==> config.mk <==
export PLATFORM = sky130hd
export DESIGN_NAME = pipelined_ripple_adder
export DESIGN_NICKNAME = d
export VERILOG_FILES = /design/src/rtl/pipelined_ripple_adder.sv
export SDC_FILE = /design/constraint.sdc
export NUM_CORES = 1
export LEC_CHECK = 0
export BUFFER_PORTS_ARGS = -buffer_cell sky130_fd_sc_hd__buf_2
export CAP_MARGIN = 30
export CORE_ASPECT_RATIO = 0.9
export CORE_MARGIN = 2
export CORE_UTILIZATION = 57
export DETAILED_ROUTE_END_ITERATION = 6
export PLACE_DENSITY = 0.87
export RECOVER_POWER = 50
export SYNTH_ARGS = -nofsm -noshare
export SYNTH_HDL_FRONTEND = slang
export SYNTH_SLANG_ARGS = --single-unit
==> constraint.sdc <==
create_clock -name clk -period 5.5 [get_ports clk]
set_input_delay 1.65 -clock clk [delete_from_list [all_inputs] [get_ports clk]]
set_output_delay 1.65 -clock clk [all_outputs]
set_load 0.03 [all_outputs]
==> src/rtl/pipelined_ripple_adder.sv <==
// rtl/pipelined_ripple_adder.sv - pipelined segmented ripple add/subtract with valid/ready handshake
module pipelined_ripple_adder #(
  parameter int WIDTH = 16,
  parameter int SEG_W = 4
) (
  input  logic             clk,
  input  logic             rst,
  input  logic             in_valid,
  output logic             in_ready,
  input  logic [WIDTH-1:0] a,
  input  logic [WIDTH-1:0] b,
  input  logic             cin,
  input  logic             sub,
  output logic             out_valid,
  input  logic             out_ready,
  output logic [WIDTH-1:0] sum,
  output logic             cout,
  output logic             ovf
);

  localparam int STAGES = WIDTH / SEG_W;

  generate
    if (WIDTH < 1 || SEG_W < 1 || SEG_W > WIDTH || (WIDTH % SEG_W) != 0) begin : g_bad_cfg
      $error("pipelined_ripple_adder: SEG_W must be >= 1 and divide WIDTH");
    end
  endgenerate

  // Stage registers: each stage carries the whole beat (operands, partial sum, carry, valid).
  // Stage k owns sum segment k; lower segments ride along already resolved, upper operand
  // segments ride along waiting for their stage.
  logic             st_v [STAGES];
  logic [WIDTH-1:0] st_a [STAGES];
  logic [WIDTH-1:0] st_b [STAGES];
  logic [WIDTH-1:0] st_s [STAGES];
  logic             st_c [STAGES];
  logic             ovf_q;

  // Inputs seen by each stage's adder: stage 0 from the ports, stage k from stage k-1.
  logic             src_v [STAGES];
  logic [WIDTH-1:0] src_a [STAGES];
  logic [WIDTH-1:0] src_b [STAGES];
  logic [WIDTH-1:0] src_s [STAGES];
  logic             src_c [STAGES];
  logic [SEG_W:0]   seg_res [STAGES];
  logic [WIDTH-1:0] nxt_s [STAGES];
  logic             ovf_nxt;
  logic             adv;

  // The whole pipeline moves together; it only freezes when the output holds an unaccepted beat.
  assign adv       = !st_v[STAGES-1] || out_ready;
  assign in_ready  = adv;
  assign out_valid = st_v[STAGES-1];
  assign sum       = st_s[STAGES-1];
  assign cout      = st_c[STAGES-1];
  assign ovf       = ovf_q;

  // Per-stage segment adders; the only carry path into a stage comes from a register.
  always_comb begin
    src_v[0] = in_valid;
    src_a[0] = a;
    src_b[0] = sub ? ~b : b;
    src_c[0] = sub ? ~cin : cin;
    src_s[0] = '0;
    for (int k = 1; k < STAGES; k++) begin
      src_v[k] = st_v[k-1];
      src_a[k] = st_a[k-1];
      src_b[k] = st_b[k-1];
      src_s[k] = st_s[k-1];
      src_c[k] = st_c[k-1];
    end
    for (int k = 0; k < STAGES; k++) begin
      seg_res[k] = {1'b0, src_a[k][k*SEG_W +: SEG_W]}
                 + {1'b0, src_b[k][k*SEG_W +: SEG_W]}
                 + {{SEG_W{1'b0}}, src_c[k]};
      nxt_s[k] = src_s[k];
      nxt_s[k][k*SEG_W +: SEG_W] = seg_res[k][SEG_W-1:0];
    end
    // Carry into the MSB is recovered as sum ^ a ^ b at that bit.
    ovf_nxt = seg_res[STAGES-1][SEG_W]
            ^ nxt_s[STAGES-1][WIDTH-1]
            ^ src_a[STAGES-1][WIDTH-1]
            ^ src_b[STAGES-1][WIDTH-1];
  end

  // Pipeline register bank: reset empties every stage, otherwise shift when allowed to advance.
  always_ff @(posedge clk) begin
    if (rst) begin
      for (int k = 0; k < STAGES; k++) begin
        st_v[k] <= 1'b0;
        st_a[k] <= '0;
        st_b[k] <= '0;
        st_s[k] <= '0;
        st_c[k] <= 1'b0;
      end
      ovf_q <= 1'b0;
    end else if (adv) begin
      for (int k = 0; k < STAGES; k++) begin
        st_v[k] <= src_v[k];
        st_a[k] <= src_a[k];
        st_b[k] <= src_b[k];
        st_s[k] <= nxt_s[k];
        st_c[k] <= seg_res[k][SEG_W];
      end
      ovf_q <= ovf_nxt;
    end
  end

endmodule

Word level (Yosys, flattened, before mapping). Memory sizes are Yosys's and may differ from the RTL's. Cells that the tools add are included.

Output and inout bits: 20. Bits in registers: 1. Memories kept: 5. Bits of input ports: 38. Word-level logic and storage cells: 68. Bits in latches: 0. Memory bits (read-only): 0. Bits in writable memories: 200.

Memory list: st_a (words 4, width 16, read ports 3, clocked after Yosys merged registers in 0, write ports 4, RTL line 33) `logic [WIDTH-1:0] st_a [STAGES];`; st_b (words 4, width 16, read ports 3, clocked after Yosys merged registers in 0, write ports 4, RTL line 34) `logic [WIDTH-1:0] st_b [STAGES];`; st_s (words 4, width 16, read ports 4, clocked after Yosys merged registers in 0, write ports 4, RTL line 35) `logic [WIDTH-1:0] st_s [STAGES];`; st_c (words 4, width 1, read ports 4, clocked after Yosys merged registers in 0, write ports 4, RTL line 36) `logic st_c [STAGES];`; st_v (words 4, width 1, read ports 4, clocked after Yosys merged registers in 0, write ports 4, RTL line 32) `logic st_v [STAGES];`.

Multipliers: 0. Div/mod/pow operators: 0. Reduce and logical (&&, ||, !) cells: 2. Magnitude comparators: 0. Multiplexer cells: 27. Shift-type cells: 0. Bitwise operators: 25. Add/subtract/negate cells: 8. Equal/unequal tests: 0.

Operators with widths (number): $mux W16 (13); $add A4 B4 Y5 (4); $add A5 B1 Y5 (4); $or A1 B1 Y1 (20); $not A16 Y16 (1); $mux W1 (14); $xor A1 B1 Y1 (3); $logic_not A1 Y1 (1); $logic_or A1 B1 Y1 (1); $not A1 Y1 (1).

Depth between registers and ports, before layout. Gate-level depths: netlist (run 1). An unclocked memory read counts as a cell.

Depth in word-level cells: 7. Depth in mapped cells: 8. Depth with buffers taken out: 6.

Worst setup path before layout (run 1). No wires, ideal clock.

Path kind: input to register. From: input out_ready. To: memory st_a[0][10], enable pin. Arrival: 3588 ps. Buffers on the path: 0. Library setup time: 915 ps. Slack: 997 ps. Required time: 4585 ps. Cell stages on the path: 2. Cell sequence: nor2b_1 -> nand2b_1.

RTL lines: from (decl) (RTL line 15) `input logic out_ready,`; to (decl) (RTL line 33).

Worst setup path in the final report (run 1).
From: input out_ready. To: output in_ready.

Word-level cells in the longest chain between the ends: 1.

RTL lines: $logic_or A1 B1 Y1 (RTL line 51) `assign adv = !st_v[STAGES-1] || out_ready;`; to (decl) (RTL line 9) `output logic in_ready,`.

No other way between the ends.

==> results of run 1 <==
==> layer usage <==
metal	up-vias	track usage (%)
met1	999	19.5
met3	7	2.99
li1	1119	-
met4	0	7.91
met2	58	25.6
met5	-	0
==> sequential cells by signal, summed over array words and instances, names as in the netlist <==
register	cells
st_s	40
ovf	1
st_a	24
st_v	4
st_c	4
st_b	24
==> critical path, delay by kind of cell <==
family | cells | cell delay (ps)
simple gates | 1 | 300
buf+inv | 3 | 330
==> how the worst max path moves through the flow <==
stage,startpoint,end,slack (ps),cells after the start
floorplan,out_ready,st_a[0][10]$_SDFFCE_PN0P_,1000,2
global placement,out_ready,in_ready,1410,4
detailed placement,out_ready,in_ready,1360,4
CTS,out_ready,in_ready,1360,4
global route,out_ready,ovf$_SDFFE_PP0N_,1130,6
finish,out_ready,in_ready,1560,4
==> power groups by stage <==
stage                     logic [mW]  registers, mW  clock network [mW]
after floorplan               0.0867          0.915                   0
final                          0.141          0.884               0.421
after CTS                      0.149          0.884               0.433
after global routing           0.161          0.890               0.457
after global placement         0.137          0.899                   0
after detailed placement       0.148          0.901                   0
==> area by class of cell <==
type / instances / area (um^2) / share of cell area (%)
Inverter: 12 / 45.0 / 0.938
Clock buffer: 10 / 128 / 2.66
Multi-Input combinational cell: 172 / 1270 / 26.4
Timing Repair Buffer: 59 / 293 / 6.10
Tap cell: 93 / 116 / 2.42
Clock inverter: 5 / 47.5 / 0.990
Sequential cell: 97 / 2900 / 60.5
==> stage by stage <==
step / util [%] / hold WS (ps) / setup WS, ps / power, mW
floorplan: - / 497 / 997 / 1.00
global placement: 64.8 / 501 / 1410 / 1.04
detailed placement: 65.5 / 501 / 1360 / 1.05
CTS: 67.9 / 516 / 1360 / 1.47
global route: 67.2 / 535 / 1130 / 1.51
finish: 67.2 / 515 / 1560 / 1.45
==> placed cells by master, fill, tap and decap left out, drive strengths merged, types with 2 or more instances in the layout <==
cell type	n
clkbuf	30
a21o	4
nor3	3
xnor2	14
ha	12
or2	2
a211o	2
a21oi	6
fa	8
nor2	24
and2	69
nor2b	6
buf	39
inv	12
clkinv	4
and3	2
xor2	8
o21ai	4
edfxtp	96
==> cells by family (layout without fill, tap and decap cells) <==
logic type	count (synthesis)	in the layout	share of synthesized area (%)
adder cells (fa/ha/maj)	20	20	7.27
AND/OR/NAND/NOR	111	111	15.1
XOR/XNOR	22	22	4.51
buffers and inverters	24	86	2.26
flip-flops	97	97	68.0
AO/OA/AOI/OAI	19	19	2.90
==> flow_summary.yaml, run 1 <==
run_status:
  run_status: "complete, but fails checks"
  violations: "max-capacitance violations, max-slew violations"
drt:
  num_vias: 2183
  wl_met1_um: 2410
  wirelength_um: 5510
  top_layer_used: "met4"
  drc_errors: 0
  first_pass_iters: 5
  routedWlPerCell_um: 12.3
  drtAntennaViolNets: 0
  drt-vias-per-instance: 4.87
  wl_met2_um: 2710
  initialDrtViolationCount: 143
  met3_length_um: 307
worst_setup_path:
  reg2reg_depth: 5
  reg2reg_slack_ps: 2510
  cp_slowest_cell: "nor2b_1"
  r2r-start: "st_v[0][3]$_DFFE_PP_"
  slowest_delay_ps: 300
  required_ps: 3850
  cp_cell_sequence: "buf_2, nor2b_1, inv_1, buf_2"
  crit_fanout: 6
  critPathCaptureType: "output pin"
  arrival_ps: 2290
  critical_path_class: "in -> out"
  critical_path.most_common_cell: "buf_2"
  critPathLaunchType: "input port"
  timing.rr.end: "ovf$_SDFFE_PP0N_"
sta:
  fmax_mhz: 254
  hold_violations: 0
  tightest_slew_ps: 1910
  period_share_pct: 71.7
  fin_skew_ps: 8.30
  drv_slew: 41
  setup_viol_count_final: 0
  setup_tns_ps: 0
  rsz0062_at_grt: "no"
  slew_headroom_pct: -27.5
  fin_crit_ps: 3940
floorplanning:
  num_rows: 29
  initial_core_util_pct: 59.7
  dieWidth_um: 95.2
  die_area_um2: 8200
  die_y_um: 86.1
  core_um2: 7150
  ios: 58
synth:
  yosysMostFrequentCell: "edfxtp_1"
  ys_top_cells_by_count: "96 x edfxtp_1, 69 x and2_1, 23 x nor2_1"
  synth_edf_count: 96
  ys_warn_count: 0
  synth_area_leaders: "edfxtp_1 68%, and2_1 10%, fa_1 3.8%"
  yosysUniqueCellTypes: 29
  async_reset_ff_share_pct: 0
  synth_largest_area_cell: "edfxtp_1"
  netlist.area_leader.share_pct: 67.5
  synth-seq-cells: 97
  syn_nets: 351
  netlist_area_um2: 4270
  synth_flop_cell: "edfxtp_1"
  synth_area_per_cell_um2: 14.6
  syn_inst: 293
  seq_area_frac_synth_pct: 68.0
power_and_ir_drop:
  clock_power_share_pct: 29.1
  swShare_pct: 21.6
  seqPwrFrac_pct: 61.1
  max-vdd-ir-drop_mv: 0.189
  power_density_nw_per_um2: 301
  intPower_mw: 1.13
  p_leak_nw: 2.02
  combPwrFrac_pct: 9.7
  p_sw_mw: 0.312
place:
  place_congestion: 0.734
  dp.cells: 433
  place_area_um2: 4680
  io_buffer_count: 57
  hpwl_um: 3750
final_layout:
  nFillCells: 498
  syn_to_final_growth_pct: 12.4
  finalNonFillerCells: 448
  layout-drive-gt1-share_pct: 14.9
  diodes: 0
  nets: 409
  final_area_um2: 4800
min_path:
  hp-class: "reg -> reg"
  min_path_cells: 1
  hold_start: "st_b[0][14]$_SDFFCE_PN0P_"
  hold_end: "st_b[0][30]$_SDFFCE_PN0P_"
grt:
  grt_max_degree: 57
  grt_usage_pct: 15.5
  antenna_found_initial: 0
  grt_overflow: 0
  grt_pass1_wl_um: 9540
  grt_pass1_vias: 2132
cts:
  clockRootBuffer: "clkbuf_8"
  hold_buffers: 0
  cts_tree: "built"
  clockBufferDepth: 2
  h-tree-depth: 3
  cts_buffers: 9
  cts_resized: 0
  clkLatencyLatePin_ps: 350
  cts_sinks: 97
  path_clk_slew_ps: 80
  post_cts_buffers: 0
flow_run:
  maxCapViolations: 1
Note: power is estimated with default switching activity, not from simulation.
==> run 2, diff against run 1 <==
CORE_UTILIZATION = 51   (was 57)
PLACE_DENSITY = 0.83   (was 0.87)
clock period = 3.56 ns   (was 5.5 ns; I/O delays follow)
==> run 2 against run 1 <==
Compared with the run above:
- the flow still finishes with violations (max-capacitance violations, max-slew violations)
- sequential share of layout area shrank 0.48 points
- hold slack lost 2.1 ps
- clock skew shrank 1.6 ps
- clock power grew 57%
- via count grew 0.46%
- final area grew 0.81%
- clock-buffer cell count grew 2
- combinational power grew 55%
- die area grew 11%
- sequential cell count is the same
- worst setup slack lost 830 ps
- largest power group unchanged
- highest routed layer unchanged
==> flow_summary.yaml, run 2 (synthesized netlist as in run 1, its figures left out) <==
power_and_ir_drop:
  power_density_nw_per_um2: 464
  p_leak_nw: 2.05
  max-vdd-ir-drop_mv: 0.195
  power_mw: 2.24
drt:
  initialDrtViolationCount: 91
  drt-vias-per-instance: 4.78
  wirelength_um: 5550
  num_vias: 2193
  drtAntennaViolNets: 0
  drc_errors: 0
  first_pass_iters: 4
  routedWlPerCell_um: 12.1
sta:
  period_share_pct: 79.7
  fin_skew_ps: 6.70
  fin_crit_ps: 2840
  rsz0062_at_grt: "no"
  tightest_slew_ps: 1620
  slew_headroom_pct: -7.69
  fmax_mhz: 353
  setup_viol_count_final: 0
  drv_slew: 35
  hold_violations: 0
  setup_tns_ps: 0
cts:
  cts_tree: "built"
  cts_resized: 0
  post_cts_buffers: 0
  hold_buffers: 0
  cts_buffers: 9
  path_clk_slew_ps: 80
  clockRootBuffer: "clkbuf_8"
  clkLatencyLatePin_ps: 350
  cts_sinks: 97
  clockBufferDepth: 2
  h-tree-depth: 3
final_layout:
  regArea_um2: 2900
  largest_reg_flops: 40
  syn_to_final_growth_pct: 13.3
  nets: 414
  top_register: "st_s"
  layout.cells.most_common: "edfxtp_1"
  multi_input_comb_area_um2: 1270
  diodes: 0
  top_regs: "st_s (40), st_a (24), st_b (24)"
  layout-drive-gt1-share_pct: 16.4
  layout_common_cells: "96 x edfxtp_1, 51 x and2_1, 40 x buf_2"
  nFillCells: 640
place:
  place_congestion: 0.757
  io_buffer_count: 57
  hpwl_um: 3710
run_status:
  violations: "max-capacitance violations, max-slew violations"
  run_status: "complete, but fails checks"
worst_setup_path:
  arrival_ps: 2890
  critPathCaptureType: "register"
  critPathLaunchType: "input port"
  cp_slowest_cell: "nand2b_1"
  critical_path_class: "in -> reg"
  timing.rr.end: "st_s[0][51]$_SDFFCE_PN0P_"
  crit_fanout: 35
  cp_top_family: "simple AND/OR/NAND/NOR gates"
  slowest_delay_ps: 1140
  cp_cell_sequence: "buf_2, nor2b_1, clkbuf_1, nand2b_1, buf_4"
  r2r-start: "st_v[0][3]$_DFFE_PP_"
  required_ps: 3610
  reg2reg_slack_ps: 1040
  critPathBufInv: 3
  reg2reg_depth: 4
floorplanning:
  die_y_um: 90.8
  die_area_um2: 9120
  num_rows: 31
  dieWidth_um: 100
  core_um2: 8110
  ios: 58
  initial_core_util_pct: 52.7
min_path:
  hold_end: "st_a[0][44]$_SDFFCE_PN0P_"
  hold_start: "st_a[0][28]$_SDFFCE_PN0P_"
  min_path_cells: 1
  hp-class: "reg -> reg"
grt:
  grt_pass1_wl_um: 9380
  grt_pass1_vias: 2085
  grt_max_degree: 48
  grt_usage_pct: 13.4
  grt_overflow: 0
  antenna_found_initial: 0
flow_run:
  maxCapViolations: 1
-- run 2: cell count changes in the layout (fill, tap and decap cells not counted), sizes merged --
cell	previous run	this run
buf	39	45
clkinv	4	1
clkbuf	30	31
clkinvlp	0	1
-- run 2: per-stage QoR --
step / setup slack (ps) / instances / hold WS [ps] / instance area [um^2] / utilization, %
2_1_floorplan: 493 / 293 / 497 / 4270 / -
3_3_place_gp: 731 / 444 / 501 / 4710 / 58.0
3_5_place_dp: 678 / 444 / 503 / 4710 / 58.0
4_1_cts: 839 / 459 / 519 / 4880 / 60.2
5_1_grt: 516 / 459 / 533 / 4840 / 59.7
6_report: 724 / 459 / 513 / 4840 / 59.7
-- run 2: worst max path at each step --
stage                   start                         to  slack, ps  cells after the start
finish              out_ready  st_s[0][51]$_SDFFCE_PN0P_        720                      5
CTS                 out_ready                   in_ready        840                      5
global placement          sub   st_c[0][0]$_SDFFCE_PN0P_        730                      7
global route        out_ready  st_a[0][46]$_SDFFCE_PN0P_        520                      5
floorplan                 sub   st_c[0][0]$_SDFFCE_PN0P_        490                      8
detailed placement        sub   st_s[0][3]$_SDFFCE_PN0P_        680                      8
-- run 2: per-layer routing --
layer	global-route usage [%]	wire [um]	vias to the layer above	part of all wire, %
li1	-	-	1129	-
met1	17.5	2640	998	48
met2	20.8	2570	57	46
met3	2.79	225	9	4.1
met4	7.53	116	0	2.1
met5	0	0	-	0
-- run 2: report_power, final --
part | internal (mW) | switching (mW)
sequential | 1.34 | 0.0208
clock | 0.321 | 0.340
combinational | 0.0951 | 0.123
-- run 2: final cells by class --
| cell class | count | area share (%) |
|---|---|---|
| Multi-Input combinational cell | 172 | 26.2 |
| Inverter | 12 | 0.931 |
| Tap cell | 99 | 2.56 |
| Clock buffer | 12 | 2.79 |
| Timing Repair Buffer | 64 | 6.64 |
| Clock inverter | 3 | 0.879 |
| Sequential cell | 97 | 60.0 |
